==> src/rtl/mem_acc_cont_pkg.sv <==
// Shared definitions for the PE memory controller: default bus widths and the
// SRAM ownership state encoding of the DMA port.
package mem_acc_cont;

    localparam int MEMC_ADDR_W = 24;
    localparam int MEMC_DATA_W = 32;

    typedef enum logic [1:0] {
        DMA_OWN  = 2'd0,
        DRAIN    = 2'd1,
        LDST_OWN = 2'd2
    } memc_dma_port_state_t;

endpackage

==> src/rtl/memc_rd_return_fifo.sv <==
// Return FIFO for DMA read data. The head is visible combinationally so data
// leaves in the same cycle it is popped. Pointers wrap naturally (depth is a
// power of two); count carries one extra bit to tell full from empty.
module memc_rd_return_fifo
    import mem_acc_cont::*;
#(
    parameter int DATA_W = MEMC_DATA_W,
    parameter int DEPTH  = 4
) (
    input  logic                       clk,
    input  logic                       rst_n,
    input  logic                       push,
    input  logic [DATA_W-1:0]          push_data,
    input  logic                       pop,
    output logic [DATA_W-1:0]          head,
    output logic [$clog2(DEPTH):0]     count,
    output logic                       full,
    output logic                       empty
);

    localparam int PTR_W = $clog2(DEPTH);
    localparam int CNT_W = PTR_W + 1;

    logic [DATA_W-1:0] mem_reg [DEPTH];
    logic [PTR_W-1:0]  wr_ptr_reg, rd_ptr_reg;
    logic [CNT_W-1:0]  count_reg;
    logic              do_push, do_pop;

    assign full    = (count_reg == CNT_W'(DEPTH));
    assign empty   = (count_reg == '0);
    assign do_push = push && !full;
    assign do_pop  = pop && !empty;
    assign head    = mem_reg[rd_ptr_reg];
    assign count   = count_reg;

    // Storage: no reset needed, validity is tracked by the pointers.
    always_ff @(posedge clk) begin
        if (do_push) begin
            mem_reg[wr_ptr_reg] <= push_data;
        end
        if (rst_n) begin
            assert (!(push && full));
        end
    end

    // Pointer and occupancy bookkeeping.
    always_ff @(posedge clk or negedge rst_n) begin
        if (!rst_n) begin
            wr_ptr_reg <= '0;
            rd_ptr_reg <= '0;
            count_reg  <= '0;
        end else begin
            if (do_push) wr_ptr_reg <= wr_ptr_reg + PTR_W'(1);
            if (do_pop)  rd_ptr_reg <= rd_ptr_reg + PTR_W'(1);
            case ({do_push, do_pop})
                2'b10:   count_reg <= count_reg + CNT_W'(1);
                2'b01:   count_reg <= count_reg - CNT_W'(1);
                default: count_reg <= count_reg;
            endcase
        end
    end

endmodule

==> src/rtl/memc_dma_port.sv <==
// Per-lane DMA responder in the PE memory controller. Issues DMA writes/reads
// to the lane SRAM, returns read data in order through a credit-limited FIFO,
// and hands the SRAM to the load/store path via request/grant/release.
module memc_dma_port
    import mem_acc_cont::*;
#(
    parameter int ADDR_W        = MEMC_ADDR_W,
    parameter int DATA_W        = MEMC_DATA_W,
    parameter int SRAM_LAT      = 2,
    parameter int RD_FIFO_DEPTH = 4
) (
    input  logic              clk,
    input  logic              reset_poweron,
    input  logic              dma__memc__write_valid,
    input  logic [ADDR_W-1:0] dma__memc__write_address,
    input  logic [DATA_W-1:0] dma__memc__write_data,
    output logic              memc__dma__write_ready,
    input  logic              dma__memc__read_valid,
    input  logic [ADDR_W-1:0] dma__memc__read_address,
    input  logic              dma__memc__read_pause,
    output logic              memc__dma__read_ready,
    output logic [DATA_W-1:0] memc__dma__read_data,
    output logic              memc__dma__read_data_valid,
    input  logic              ldst__memc__request,
    input  logic              ldst__memc__released,
    output logic              memc__ldst__granted,
    input  logic              ldst__memc__write_valid,
    input  logic              ldst__memc__read_valid,
    input  logic [ADDR_W-1:0] ldst__memc__address,
    input  logic [DATA_W-1:0] ldst__memc__write_data,
    output logic [DATA_W-1:0] memc__ldst__read_data,
    output logic              memc__ldst__read_data_valid,
    output logic              memc__sram__enable,
    output logic              memc__sram__write,
    output logic [ADDR_W-1:0] memc__sram__address,
    output logic [DATA_W-1:0] memc__sram__write_data,
    input  logic [DATA_W-1:0] sram__memc__read_data
);

    localparam int CNT_W = $clog2(RD_FIFO_DEPTH) + 1;
    localparam logic [CNT_W:0] DEPTH_C = (CNT_W + 1)'(RD_FIFO_DEPTH);

    memc_dma_port_state_t state_reg, state_next;

    logic [SRAM_LAT-1:0] dma_pipe_reg, dma_pipe_next;
    logic [SRAM_LAT-1:0] ldst_pipe_reg, ldst_pipe_next;
    logic [CNT_W:0]      inflight;
    logic [CNT_W-1:0]    fifo_count;
    logic [DATA_W-1:0]   fifo_head;
    logic                fifo_full, fifo_empty, fifo_push, fifo_pop;
    logic                dma_own, ldst_own, credit_ok;
    logic                dma_wr_acc, dma_rd_acc, ldst_wr, ldst_rd;

    // Outputs are qualified with the reset so nothing toggles while it is held.
    assign dma_own  = reset_poweron && (state_reg == DMA_OWN);
    assign ldst_own = reset_poweron && (state_reg == LDST_OWN);

    // A read may only launch if its data is guaranteed a FIFO slot on return.
    assign credit_ok = ((inflight + {1'b0, fifo_count}) < DEPTH_C) && !fifo_full;

    assign memc__dma__write_ready = dma_own && !ldst__memc__request;
    assign memc__dma__read_ready  = dma_own && !ldst__memc__request
                                    && !dma__memc__write_valid && credit_ok;
    assign dma_wr_acc = dma__memc__write_valid && memc__dma__write_ready;
    assign dma_rd_acc = dma__memc__read_valid && memc__dma__read_ready;
    assign ldst_wr    = ldst_own && ldst__memc__write_valid;
    assign ldst_rd    = ldst_own && ldst__memc__read_valid && !ldst__memc__write_valid;

    assign memc__ldst__granted = ldst_own;

    // Single SRAM port: at most one of the four access sources is live per cycle.
    always_comb begin
        memc__sram__enable     = 1'b0;
        memc__sram__write      = 1'b0;
        memc__sram__address    = '0;
        memc__sram__write_data = '0;
        if (dma_wr_acc) begin
            memc__sram__enable     = 1'b1;
            memc__sram__write      = 1'b1;
            memc__sram__address    = dma__memc__write_address;
            memc__sram__write_data = dma__memc__write_data;
        end else if (dma_rd_acc) begin
            memc__sram__enable  = 1'b1;
            memc__sram__address = dma__memc__read_address;
        end else if (ldst_wr) begin
            memc__sram__enable     = 1'b1;
            memc__sram__write      = 1'b1;
            memc__sram__address    = ldst__memc__address;
            memc__sram__write_data = ldst__memc__write_data;
        end else if (ldst_rd) begin
            memc__sram__enable  = 1'b1;
            memc__sram__address = ldst__memc__address;
        end
    end

    // Latency pipes: stage 0 takes the launch, each later stage the one before.
    genvar gi;
    generate
        for (gi = 0; gi < SRAM_LAT; gi++) begin : g_pipe
            if (gi == 0) begin : g_in
                assign dma_pipe_next[gi]  = dma_rd_acc;
                assign ldst_pipe_next[gi] = ldst_rd;
            end else begin : g_shift
                assign dma_pipe_next[gi]  = dma_pipe_reg[gi-1];
                assign ldst_pipe_next[gi] = ldst_pipe_reg[gi-1];
            end
        end
    endgenerate

    // Number of DMA reads launched whose data has not yet reached the FIFO.
    always_comb begin
        inflight = '0;
        for (int i = 0; i < SRAM_LAT; i++) begin
            inflight = inflight + (CNT_W + 1)'(dma_pipe_reg[i]);
        end
    end

    // Ownership FSM: DMA hands over only once its reads have all landed.
    always_comb begin
        state_next = state_reg;
        case (state_reg)
            DMA_OWN:  if (ldst__memc__request)  state_next = DRAIN;
            DRAIN:    if (inflight == '0)       state_next = LDST_OWN;
            LDST_OWN: if (ldst__memc__released) state_next = DMA_OWN;
            default:  state_next = DMA_OWN;
        endcase
    end

    // State and latency-pipe registers.
    always_ff @(posedge clk or negedge reset_poweron) begin
        if (!reset_poweron) begin
            state_reg     <= DMA_OWN;
            dma_pipe_reg  <= '0;
            ldst_pipe_reg <= '0;
        end else begin
            state_reg     <= state_next;
            dma_pipe_reg  <= dma_pipe_next;
            ldst_pipe_reg <= ldst_pipe_next;
        end
    end

    assign fifo_push = dma_pipe_reg[SRAM_LAT-1];
    assign fifo_pop  = memc__dma__read_data_valid;

    memc_rd_return_fifo #(
        .DATA_W (DATA_W),
        .DEPTH  (RD_FIFO_DEPTH)
    ) u_rd_fifo (
        .clk       (clk),
        .rst_n     (reset_poweron),
        .push      (fifo_push),
        .push_data (sram__memc__read_data),
        .pop       (fifo_pop),
        .head      (fifo_head),
        .count     (fifo_count),
        .full      (fifo_full),
        .empty     (fifo_empty)
    );

    assign memc__dma__read_data_valid = !fifo_empty && !dma__memc__read_pause;
    assign memc__dma__read_data       = fifo_empty ? '0 : fifo_head;

    // Load/store reads bypass the FIFO and return straight from the SRAM.
    assign memc__ldst__read_data_valid = ldst_pipe_reg[SRAM_LAT-1];
    assign memc__ldst__read_data       = ldst_pipe_reg[SRAM_LAT-1] ? sram__memc__read_data : '0;

endmodule

==> config.mk <==
export PLATFORM = sky130hd
export DESIGN_NAME = memc_dma_port
export DESIGN_NICKNAME = d
export VERILOG_FILES = /design/src/rtl/mem_acc_cont_pkg.sv /design/src/rtl/memc_rd_return_fifo.sv /design/src/rtl/memc_dma_port.sv
export SDC_FILE = /design/constraint.sdc
export NUM_CORES = 1
export LEC_CHECK = 0
export ABC_AREA = 1
export CAP_MARGIN = 20
export CORE_MARGIN = 2
export CORE_UTILIZATION = 43
export CTS_CLUSTER_SIZE = 40
export DETAILED_ROUTE_END_ITERATION = 6
export HOLD_SLACK_MARGIN = 0.06
export PLACE_DENSITY = 0.82
export SYNTH_ARGS = -nofsm -noshare
export SYNTH_HDL_FRONTEND = slang
export SYNTH_SLANG_ARGS = --single-unit
==> constraint.sdc <==
create_clock -name clk -period 3.2 [get_ports clk]
set_input_delay 0.64 -clock clk [delete_from_list [all_inputs] [get_ports clk]]
set_output_delay 0.64 -clock clk [all_outputs]
set_load 0.03 [all_outputs]
# After elaboration in Yosys (flattened, before gate mapping)
# Memory sizes are Yosys's and may differ from the RTL's.
# Cells that the tools add are included.
[classes]
add_sub_neg = 6
magnitude_cmp = 1
eq_ne = 8
n_mux = 23
reduce_logical = 25
[op_table]
columns = ["cell", "n"]
rows = [
  ["2-to-1 mux 32 bit", 5],
  ["2-to-1 mux 24 bit", 4],
  ["logical AND 1 bit", 14],
  ["2-to-1 mux 1 bit", 9],
  ["logical NOT 1 bit", 6],
  ["2-to-1 mux 2 bit", 3],
  ["inequality test 2 bit, second input constant", 3],
  ["one-hot mux 2 bit (3 select lines)", 1],
  ["one-hot mux 3 bit (2 select lines)", 1],
  ["adder 2 x 1 -> 2 bit, second input constant", 2],
  ["adder 4 x 3 -> 4 bit", 1],
  ["== test 2 x 1 -> 1 bit, second input constant", 2],
  ["== test 2 bit, second input constant", 2],
  ["logical NOT 4 bit", 1],
  ["< comparator 4 x 3 -> 1 bit, second input constant", 1],
  ["adder 3 x 1 -> 3 bit, second input constant", 1],
  ["== test 3 bit, second input constant", 1],
  ["logical NOT 3 bit", 1],
  ["AND reduction 3 bit", 1],
  ["subtractor 3 x 1 -> 3 bit, second input constant", 1],
  ["adder 1 x 1 -> 2 bit", 1],
  ["logical NOT 2 bit", 1],
  ["nonzero test 2 bit", 1],
]
[word_totals]
regBits = 13
ramBits = 128
in_bits = 177
out_inout_bits = 127
wordCells = 70
memories = 1
[memory_table]
columns = ["name", "words", "word_bits", "read_ports", "rd_ports_with_merged_regs", "wr", "line_no", "text"]
rows = [
  ["u_rd_fifo.mem_reg", 4, 32, 1, 0, 1, "memc_rd_return_fifo.sv:24", "logic [DATA_W-1:0] mem_reg [DEPTH];"],
]

# Depth between registers and ports, before layout
# Gate-level depths: netlist of the first run.
[depth]
ltp_word = 8
mapped_depth = 10
mapped_depth_nobuf = 10

# Hierarchy
# Synthesis of the first run repeated with hierarchy kept, for this count alone.
[hier_totals]
hier_cells = 901
area_unflattened_um2 = 7703.6
[by_module_without_submodules]
columns = ["module", "instances", "cells_each", "area_per_inst_um2", "seq_area_each_um2"]
rows = [
  ["memc_rd_return_fifo", 1, 435, 5572.8, 4018.9],
  ["memc_dma_port", 1, 466, 2130.8, 150.1],
]

# Least setup slack after synthesis of the first run
# OpenSTA, ideal clock, no wires.
[synth_timing]
path_kind = "reg-to-reg"
start = "register u_rd_fifo.count_reg[0], in the netlist u_rd_fifo.count[0]"
end = "memory u_rd_fifo.mem_reg[0][0] in the netlist's numbering, enable pin"
setup_time_ns = 0.421
t_arrival_ns = 2.057
t_required_ns = 2.779
setup_slack_ns = 0.722
stages_incl_launch_ff = 5
n_path_buf = 0
period_less_slack_ns = 2.478
path_cell_list = "dfrtp_1 -> inv_1 -> nand3_1 -> nand2_1 -> nor2_1"
[synth_between]
elab_chain_cells = 5
[synth_rtl]
columns = ["item", "line_no", "text"]
rows = [
  ["from (decl)", "memc_rd_return_fifo.sv:26", "logic [CNT_W-1:0] count_reg;"],
  ["from (signal assigned)", "memc_rd_return_fifo.sv:56", "2'b10: count_reg <= count_reg + CNT_W'(1);"],
  ["from (signal assigned)", "memc_rd_return_fifo.sv:57", "2'b01: count_reg <= count_reg - CNT_W'(1);"],
  ["from (signal assigned)", "memc_rd_return_fifo.sv:58", "default: count_reg <= count_reg;"],
  ["== test 3 bit", "memc_rd_return_fifo.sv:29", "assign full = (count_reg == CNT_W'(DEPTH));"],
  ["logical NOT 1 bit", "memc_rd_return_fifo.sv:31", "assign do_push = push && !full;"],
  ["logical AND 1 bit", "memc_rd_return_fifo.sv:31", ""],
  ["2-to-1 mux 1 bit", "memc_rd_return_fifo.sv:38", "if (do_push) begin"],
  ["2-to-1 mux 1 bit (implied by the code)", "memc_rd_return_fifo.sv:39", "mem_reg[wr_ptr_reg] <= push_data;"],
  ["to (decl)", "memc_rd_return_fifo.sv:24", ""],
]
# No other way between the ends.

# Worst setup path after layout of the first run
[layout_timing]
start = "register dma_pipe_reg[0]"
end = "output port memc__sram__address[18]"
[layout_between]
elab_chain_cells = 8
[layout_rtl]
columns = ["item", "line_no", "text"]
rows = [
  ["from (decl)", "memc_dma_port.sv:45", "logic [SRAM_LAT-1:0] dma_pipe_reg, dma_pipe_next;"],
  ["from (signal assigned)", "memc_dma_port.sv:137", "dma_pipe_reg <= dma_pipe_next;"],
  ["adder 1 x 1 -> 2 bit", "memc_dma_port.sv:114", "inflight = inflight + (CNT_W + 1)'(dma_pipe_reg[i]);"],
  ["adder 4 x 3 -> 4 bit", "memc_dma_port.sv:59", "assign credit_ok = ((inflight + {1'b0, fifo_count}) < DEPTH_C) && !fifo_full;"],
  ["< comparator 4 x 3 -> 1 bit", "memc_dma_port.sv:59", ""],
  ["logical AND 1 bit", "memc_dma_port.sv:59", ""],
  ["logical AND 1 bit", "memc_dma_port.sv:63", "&& !dma__memc__write_valid && credit_ok;"],
  ["logical AND 1 bit", "memc_dma_port.sv:65", "assign dma_rd_acc = dma__memc__read_valid && memc__dma__read_ready;"],
  ["2-to-1 mux 24 bit", "memc_dma_port.sv:82", "end else if (dma_rd_acc) begin"],
  ["2-to-1 mux 24 bit", "memc_dma_port.sv:77", "if (dma_wr_acc) begin"],
  ["to (decl)", "memc_dma_port.sv:35", "output logic [ADDR_W-1:0] memc__sram__address,"],
]
# No other way between the ends.

==> results of run 1 <==
-- power breakdown --
group | internal, uW | leakage [uW] | switching [uW]
Combinational | 1410 | 0.00288 | 2360
Clock | 1300 | 0.000303 | 734
Sequential | 2090 | 0.00131 | 84.9
-- final timing paths --
| kind | start | to | slack (ns) | cells after the start |
|---|---|---|---|---|
| min in group asynchronous | reset_poweron | state_reg[1] | 0.64 | 2 |
| min | ldst_pipe_reg[0] | ldst_pipe_reg[1] | 0.36 | 0 |
| max | dma_pipe_reg[0] | memc__sram__address[18] | 0.21 | 9 |
| min reg2reg | ldst_pipe_reg[0] | ldst_pipe_reg[1] | 0.36 | 0 |
| max reg2reg | u_rd_fifo.count[0] | u_rd_fifo.count[2] | 0.90 | 9 |
| max in group asynchronous | reset_poweron | u_rd_fifo.rd_ptr_reg[0] | 2.37 | 2 |
-- layer usage --
layer  vias to the layer above  global-route usage  share of wire
met5                         -                   0              0
met4                         0               0.143          0.047
met3                        62              0.0611          0.066
met2                       318               0.480           0.54
met1                      2971               0.286           0.35
li1                       3069                   -              -
-- layout by cell type (no fill, tap or decap), types with 17 or more instances in the layout --
cell type        count
a21oi_1             34
buf_12              27
buf_4               85
clkbuf_16           17
clkdlybuf4s50_1    210
edfxtp_1           128
inv_1               56
nand2_1            152
nand3_1             85
nor2_1             135
o21ai_0             65
-- layout make-up --
class                      instances  area share
clock inverter                    15      0.0180
sequential                       141       0.385
multi-input combinational        498       0.210
inverter                          57      0.0197
tap                              216      0.0249
timing repair buffer             322       0.303
clock buffer                      17      0.0392
antenna                            2    0.000462
-- stage by stage --
| step | total power (uW) | cell area, sq um | hold slack [ns] | cells |
|---|---|---|---|---|
| after floorplan | 4420 | 6870 | 0.331 | 743 |
| after global placement | 5890 | 10200 | 0.333 | 1234 |
| after detailed placement | 5970 | 10200 | 0.342 | 1234 |
| after CTS | 8020 | 10800 | 0.364 | 1266 |
| after global routing | 8380 | 10800 | 0.376 | 1268 |
| final | 7980 | 10800 | 0.358 | 1268 |
-- cell families after synthesis --
logic type,count (synthesis),synth area share
AND/OR/NAND/NOR,381,0.226
buffers and inverters,104,0.0664
AO/OA/AOI/OAI,104,0.0779
flip-flops,141,0.607
adder cells (fa/ha/maj),9,0.0175
XOR/XNOR,4,0.00510
==> summary.md, run 1 <==
| Metric | Value |
|---|---|
| Status | `finished, final reports clean` |
| Total number of yosys warnings | `0` |
| Register area share after synthesis | `0.607` |
| Total number of vias | `6,420` |
| # IOs | `between 300 and 400` |
| Critical Path RT | `2.56 ns` |
| Clock sinks | `between 100 and 150` |
| Global-route wire length before repair | `between 30 and 40 mm` |
| Crit-path max FO | `17` |
| Post-synthesis cell count | `roughly 740` |
| Clock transition at path regs | `about 0.06 ns` |
| Final min period | `about 3.0 ns` |
| CP bufs+invs | `2` |
| Final ANT Viol Nets | `0` |
| Drt initial violations | `about 460` |
| Slew @ Worst Pin | `between 0.5 and 0.6 ns` |
| Synth cell types | `26` |
| DR WL/cell | `17.9 microns` |
| Fin crit share | `0.936` |
| Post-synthesis register bit count | `about 140` |
| CTS tree | `built` |
| Yosys top cell area share | `0.559` |
| Max FFs per register | `128` |
| Final setup violation count | `0` |
| CTS Buf Count | `17` |
| Max IR drop VDD | `approximately 410 uV` |
| Most frequent cell on the critical path | `nand3_1` |
| Global route overflow | `0` |
| Drt total wl | `roughly 23 mm` |
| Ratio of cells with drive above 1 in the final layout | `0.148` |
| FFs w/ async S/R, synth | `0.0922` |
| FILL cells | `roughly 1,200` |
| Critical path class | `reg2out` |
| Post-CTS Setup Bufs | `0` |
| H-tree depth | `4` |
| Pleak | `between 0.004 and 0.005 uW` |
| Slew headroom | `0.630` |
| Nets | `between 1,000 and 1,500` |
| Clock latency on the worst-skew pair | `~0.42 ns` |
| Final Core Density | `0.688` |
| Clock root cell | `clkbuf_16` |
| Mean Syn Cell Area | `9.25 sq um` |
| Starting density of the core | `0.436` |
| Post-CTS Resized | `0` |
| Fmax | `roughly 330 MHz` |
| Top area cells in the synthesized netlist | `edfxtp_1 (56%), nand2_1 (8.3%), nor2_1 (7.6%)` |
| Standard-cell rows | `46` |
| Fin Setup TNS | `0 ns` |
| Drt drc | `0` |
| PwrDens | `roughly 740 nW/um^2` |
| Most frequent cells after synthesis | `nand2_1 (152), nor2_1 (139), edfxtp_1 (128)` |
| CP cell instances | `ha_1 -> ha_1 -> nand3_1 -> nand3_1 -> nor2_4 -> buf_4 -> nand3_1 -> nand3_1 -> buf_12` |
| # hold bufs at CTS | `0` |
| Arr. time, crit path | `between 2 and 2.5 ns` |
| CP max stage delay | `slightly below 0.4 ns` |
| Routed vias/inst | `just over 5` |
| Crit. End Element | `output port` |
| Area Growth Syn to Fin | `57.8%` |
| Delay-heaviest family, CP | `simple AND/OR/NAND/NOR gates` |
| Count of buffers from port buffering | `~300` |
| DP HPWL | `16.6 mm` |
| Hold Crit Class | `reg2reg` |
| Final setup margin | `slightly above 0.2 ns` |
| Mapped cell area | `6870 sq um` |
| Vias in the first global route | `6,279` |
| # Max-Cap Violations | `0` |
| Number of flops mapped to enable cells by yosys | `between 100 and 150` |
| Die X | `~130 microns` |
| RSZ-0062 raised after global routing | `false` |
| Register area | `4170 sq um` |
| Total die area | `about 17,000 sq um` |
| Multi-input gate area | `about 2300 sq um` |
| Clock Skews | `0.0198 ns` |
| Pin count of the biggest net entering global routing | `51` |
| Core ar. | `roughly 16,000 sq um` |
| Count leader, synth | `nand2_1` |
| Place WS | `between 0.3 and 0.4 ns` |
| Initial antenna violation count | `2` |
| Final Hold Fails | `0` |
| CP max-delay cell | `dfrtp_1` |
| Iteration count of the initial detailed-routing pass | `7` |
| Die Ht | `between 100 and 150 microns` |
| Crit start category | `register` |
| Post-Syn Nets | `approximately 930` |
| Synth area leader | `edfxtp_1` |
| GR Util All Layers | `0.264` |
| Placer congestion estimate | `around 1.0` |
| Ys flop type | `edfxtp_1` |
| Clk buf depth | `2` |
| Max-slew violation count | `0` |
No activity file was read; power rests on OpenSTA's default activity.
==> run 2, diff against run 1 <==
--- a/config.mk
+++ b/config.mk
@@ -12,7 +12,7 @@
 export CTS_CLUSTER_SIZE = 40
 export DETAILED_ROUTE_END_ITERATION = 6
 export HOLD_SLACK_MARGIN = 0.06
-export PLACE_DENSITY = 0.82
+export PLACE_DENSITY = 0.88
 export SYNTH_ARGS = -nofsm -noshare
 export SYNTH_HDL_FRONTEND = slang
 export SYNTH_SLANG_ARGS = --single-unit
==> run 2 against run 1 <==
Against the previous run:
- power is 1.5% higher
- sequential power barely moved
- worst hold slack better by 0.025 ns
- cell area decreased by 0.49%
- sequential share of layout area rose by 0.19 points
- critical endpoint is now memc__sram__address[20]
- highest routed layer unchanged
==> summary.md, run 2 (same netlist as run 1, synthesis figures left out) <==
| Metric | Value |
|---|---|
| CP max stage delay | `just over 0.4 ns` |
| DP HPWL | `between 15 and 20 mm` |
| Clock Skews | `approximately 0.0064 ns` |
| H-tree depth | `4` |
| Pin count of the biggest net entering global routing | `66` |
| Drt drc | `0` |
| Clk buf depth | `2` |
| Critical path class | `reg2out` |
| Slew headroom | `0.524` |
| Final setup violation count | `0` |
| Die Ht | `between 100 and 150 microns` |
| # Max-Cap Violations | `0` |
| Routed vias/inst | `5.11` |
| Final min period | `2.90 ns` |
| Slew @ Worst Pin | `roughly 0.71 ns` |
| # IOs | `between 300 and 400` |
| Max IR drop VDD | `578 uV` |
| Max FFs per register | `128` |
| Total number of vias | `6,465` |
| Final ANT Viol Nets | `0` |
| Most frequent cell on the critical path | `nand3_1` |
| Global-route wire length before repair | `33.6 mm` |
| Die X | `130 microns` |
| Iteration count of the initial detailed-routing pass | `5` |
| Commonest non-fill, non-tap cell in the layout | `clkdlybuf4s50_1` |
| Core ar. | `between 15,000 and 20,000 sq um` |
| Clock latency on the worst-skew pair | `0.40 ns` |
| Final Core Density | `0.684` |
| DR WL/cell | `18.4 microns` |
| Crit start category | `register` |
| Post-CTS Setup Bufs | `0` |
| Drt total wl | `approximately 23 mm` |
| GR Util All Layers | `0.269` |
| CTS Buf Count | `17` |
| Hold Crit Class | `reg2reg` |
| Delay-heaviest family, CP | `simple AND/OR/NAND/NOR gates` |
| Critical Path RT | `2.56 ns` |
| Area Growth Syn to Fin | `57.0%` |
| Clock root cell | `clkbuf_16` |
| Pleak | `about 0.0045 uW` |
| Arr. time, crit path | `2.26 ns` |
| Fin crit share | `0.907` |
| Crit. End Element | `output port` |
| Standard-cell rows | `46` |
| Count of buffers from port buffering | `~300` |
| Clock sinks | `between 100 and 150` |
| Nets | `approximately 1,200` |
| Starting density of the core | `0.436` |
| Final Hold Fails | `0` |
| Drt initial violations | `567` |
| Total die area | `17,000 sq um` |
| Ratio of cells with drive above 1 in the final layout | `0.145` |
| CTS tree | `built` |
| Post-CTS Resized | `0` |
| # hold bufs at CTS | `0` |
| Clock transition at path regs | `approximately 0.06 ns` |
| Initial antenna violation count | `1` |
| Global route overflow | `0` |
| CP bufs+invs | `2` |
| Vias in the first global route | `between 6,000 and 7,000` |
| Status | `finished, final reports clean` |
| Crit-path max FO | `26` |
| Worst hold margin | `0.383 ns` |
| RSZ-0062 raised after global routing | `false` |
| Fmax | `roughly 340 MHz` |
| PwrDens | `roughly 750 nW/um^2` |
| Fin Setup TNS | `0 ns` |
| CP cell instances | `ha_1 -> ha_1 -> nand3_1 -> nand3_1 -> nor2_4 -> buf_4 -> nand3_1 -> nand3_1 -> buf_4` |
| Most frequent cells in the layout | `clkdlybuf4s50_1 (210), nand2_1 (152), nor2_1 (135)` |
| Placer congestion estimate | `about 0.97` |
| CP max-delay cell | `dfrtp_1` |
| Max-slew violation count | `0` |
## run 2: cell types whose count changed in the layout (fill, tap and decap cells not counted)
| cell | delta |
|---|---|
| inv_6 | -1 |
| clkinv_4 | -3 |
| clkbuf_1 | +2 |
| buf_4 | +5 |
| diode_2 | -1 |
| bufinv_16 | +2 |
| buf_12 | -6 |
## run 2: path summary, 6_finish.rpt
kind | depth (start not counted) | from | slack [ns] | to
setup / recovery | 9 | dma_pipe_reg[1] | 0.30 | memc__sram__address[20]
hold / removal | 0 | ldst_pipe_reg[0] | 0.38 | ldst_pipe_reg[1]
setup reg to reg | 9 | u_rd_fifo.count[0] | 0.92 | u_rd_fifo.count[2]
hold reg to reg | 0 | ldst_pipe_reg[0] | 0.38 | ldst_pipe_reg[1]
max in group asynchronous | 2 | reset_poweron | 2.39 | u_rd_fifo.rd_ptr_reg[0]
min in group asynchronous | 2 | reset_poweron | 0.63 | ldst_pipe_reg[0]
## run 2: area by class of cell
| cell class | count | area [sq um] |
|---|---|---|
| Multi-Input combinational cell | 498 | 2280 |
| Antenna cell | 1 | 2.50 |
| Inverter | 57 | 214 |
| Tap cell | 216 | 270 |
| Sequential cell | 141 | 4170 |
| Clock buffer | 19 | 433 |
| Clock inverter | 13 | 220 |
| Timing Repair Buffer | 321 | 3200 |
| Fill cell | 1232 | 4980 |
## run 2: metal layers
metal  global-route usage  wire length [microns]
met5                    0                      0
met3               0.0733                   1860
met4               0.0882                    651
met1                0.302                   8100
met2                0.494                  12700
## run 2: power by group
group	switching [uW]	internal (uW)	total (uW)	leakage (uW)
sequential	54.2	2090	2150	0.00131
clock	708	1450	2160	0.000317
combinational	2400	1400	3800	0.00285
## run 2: stage by stage
stage	cells	area [sq um]	setup slack [ns]	total power [uW]
floorplan	743	6870	0.722	4420
global placement	1233	10100	0.362	5880
detailed placement	1233	10100	0.358	5970
CTS	1265	10800	0.280	8140
global route	1266	10800	0.145	8500
finish	1266	10800	0.297	8110
==> run 3, diff against run 2 <==
--- a/config.mk
+++ b/config.mk
@@ -8,11 +8,12 @@
 export ABC_AREA = 1
 export CAP_MARGIN = 20
 export CORE_MARGIN = 2
-export CORE_UTILIZATION = 43
+export CORE_UTILIZATION = 44
 export CTS_CLUSTER_SIZE = 40
 export DETAILED_ROUTE_END_ITERATION = 6
 export HOLD_SLACK_MARGIN = 0.06
-export PLACE_DENSITY = 0.88
+export PLACE_DENSITY = 0.87
 export SYNTH_ARGS = -nofsm -noshare
 export SYNTH_HDL_FRONTEND = slang
+export SYNTH_HIERARCHICAL = 1
 export SYNTH_SLANG_ARGS = --single-unit
==> run 3 against run 2 <==
Against the previous run:
- clock-buffer cell count down 2
- core utilization down 0.87 points
- synthesized cell count up 21%
- critical path type unchanged
- highest routed layer is now met5
==> summary.md, run 3 <==
| Metric | Value |
|---|---|
| Max FFs per register | `128` |
| Clock Skews | `0.00719 ns` |
| Core ar. | `between 15,000 and 20,000 sq um` |
| Final setup violation count | `0` |
| Mapped cell area | `roughly 7700 sq um` |
| Final Core Density | `0.676` |
| Crit. End Element | `output port` |
| # IOs | `between 300 and 400` |
| Initial antenna violation count | `2` |
| Crit start category | `register` |
| Max-slew violation count | `0` |
| Drt drc | `0` |
| Pin count of the biggest net entering global routing | `between 60 and 70` |
| Design area | `about 12,000 sq um` |
| Multi-input gate area | `roughly 2500 sq um` |
| PwrDens | `716 nW/um^2` |
| GR Util All Layers | `0.239` |
| CTS tree | `built` |
| Crit-path max FO | `28` |
| Post-synthesis cell count | `around 900` |
| Clock transition at path regs | `0.06 ns` |
| Pleak | `about 0.0055 uW` |
| Placer congestion estimate | `between 0.8 and 0.9` |
| Global route overflow | `0` |
| Ratio of cells with drive above 1 in the final layout | `0.109` |
| Vias in the first global route | `approximately 7,000` |
| Fmax | `~330 MHz` |
| Gr busiest metal | `met2` |
| RSZ-0062 raised after global routing | `false` |
| Clock sinks | `141` |
| Register area share after synthesis | `0.541` |
| Drt total wl | `about 23 mm` |
| Arr. time, crit path | `2.43 ns` |
| Max IR drop VDD | `around 550 uV` |
| Slew @ Worst Pin | `0.593 ns` |
| Cell Area, Placed | `11,000 sq um` |
| FFs w/ async S/R, synth | `0.0922` |
| FILL cells | `between 1,000 and 1,500` |
| Critical path class | `reg2out` |
| Clock latency on the worst-skew pair | `0.41 ns` |
| Most frequent cells in the layout | `nand2_1 (332), clkdlybuf4s50_1 (239), inv_1 (177)` |
| Slew headroom | `0.600` |
| Die Ht | `between 100 and 150 microns` |
| Area Growth Syn to Fin | `51.1%` |
| Hold Crit Class | `reg2reg` |
| Nets | `between 1,000 and 1,500` |
| Count leader, synth | `nand2_1` |
| H-tree depth | `4` |
| Yosys top cell area share | `0.499` |
| Total number of vias | `slightly above 7,000` |
| Standard-cell rows | `48` |
| Post-synthesis register bit count | `between 100 and 150` |
| Synth area leader | `edfxtp_1` |
| GR Util met1 | `0.248` |
| Clk buf depth | `2` |
| Most frequent cells after synthesis | `nand2_1 (332), inv_1 (177), edfxtp_1 (128)` |
| Status | `finished, final reports clean` |
| Final min period | `3.07 ns` |
| Routed vias/inst | `roughly 4.9` |
| Register area | `4170 sq um` |
| Count of buffers from port buffering | `303` |
| Total die area | `~19,000 sq um` |
| Commonest non-fill, non-tap cell in the layout | `nand2_1` |
| CTS Buf Count | `17` |
| Final Hold Fails | `0` |
| Fin Setup TNS | `0 ns` |
| Drt initial violations | `360` |
| Critical Path RT | `~2.6 ns` |
| # Max-Cap Violations | `0` |
| Global-route wire length before repair | `around 34 mm` |
| Global-route met2 utilization | `0.439` |
| Iteration count of the initial detailed-routing pass | `6` |
| Met3 Usage GRT | `0.0820` |
| Final ANT Viol Nets | `0` |
| Synth cell types | `28` |
| Total number of yosys warnings | `6` |
| Top area cells in the synthesized netlist | `edfxtp_1 (50%), nand2_1 (16%), inv_1 (8.6%)` |
| Fin crit share | `0.961` |
| Die X | `roughly 140 microns` |
| Clock root cell | `clkbuf_16` |
| Number of flops mapped to enable cells by yosys | `about 130` |
| Ys flop type | `edfxtp_1` |
| Starting density of the core | `0.447` |
| Mean Syn Cell Area | `about 8.6 sq um` |
| DR WL/cell | `~16 microns` |
| DP HPWL | `around 17 mm` |
| Post-Syn Nets | `around 1,100` |
==> run 3: cells by family after synthesis <==
| group | after synthesis | synth area share |
|---|---|---|
| AOI/OAI and AO/OA | 69 | 0.0676 |
| xor gates and xnor gates | 1 | 0.00114 |
| adders and majority gates | 9 | 0.0156 |
| buffers and inverters | 233 | 0.135 |
| DFF | 141 | 0.541 |
| and+or+nand+nor | 448 | 0.240 |
==> run 3: worst max-delay path, cell delays in order, from the launching register on <==
cell,delay [ns]
dfrtp_1,0.49
buf_4,0.41
o211ai_1,0.14
nand2_1,0.09
inv_1,0.05
nor2_1,0.14
clkdlybuf4s50_1,0.70
==> run 3: through the flow <==
step	hold WS, ns	worst slack [ns]	power [uW]	std cells
floorplan	0.331	0.693	4730	901
global placement	0.332	0.334	6150	1402
detailed placement	0.335	0.324	6240	1402
CTS	0.348	0.0460	8370	1433
global route	0.371	0.0264	8770	1434
finish	0.347	0.125	8330	1434
==> run 3: layout make-up <==
cell class | count | share of cell area
Timing Repair Buffer | 328 | 0.287
Clock buffer | 17 | 0.0365
Clock inverter | 14 | 0.0185
Antenna cell | 1 | 0.000215
Multi-Input combinational cell | 527 | 0.217
Inverter | 181 | 0.0586
Tap cell | 225 | 0.0242
Sequential cell | 141 | 0.358
==> run 3: what timing repair did <==
item	in CTS	in global routing
setup endpoints to repair	0	24
setup buffers	0	0
resized for setup	0	5
hold buffers	0	0
hold endpoints to repair	0	0
==> run 3: layer usage <==
layer	up-vias	share of wire
met5	-	0.00057
met4	2	0.031
met3	52	0.092
met2	325	0.54
met1	3262	0.34
li1	3451	-
==> run 3: worst paths after layout <==
| check | from | to | slack [ns] | cells past startpoint |
|---|---|---|---|---|
| worst max-delay path | u_rd_fifo/rd_ptr_reg[1] | memc__dma__read_data[23] | 0.13 | 6 |
| worst min-delay path | ldst_pipe_reg[0] | ldst_pipe_reg[1] | 0.35 | 0 |
| worst max register to register | u_rd_fifo/count[0] | u_rd_fifo/count[2] | 0.81 | 13 |
| worst min register to register | ldst_pipe_reg[0] | ldst_pipe_reg[1] | 0.35 | 0 |
| max in group asynchronous | reset_poweron | dma_pipe_reg[1] | 2.44 | 2 |
| min in group asynchronous | reset_poweron | u_rd_fifo/count[0] | 0.64 | 2 |
==> run 3: power breakdown <==
part	total (uW)	internal, uW	switching, uW	leakage (uW)
clock	2120	1380	734	0.000312
combinational	4050	1580	2470	0.00387
sequential	2170	2090	73.5	0.00132
total	8330	5060	3280	0.00550
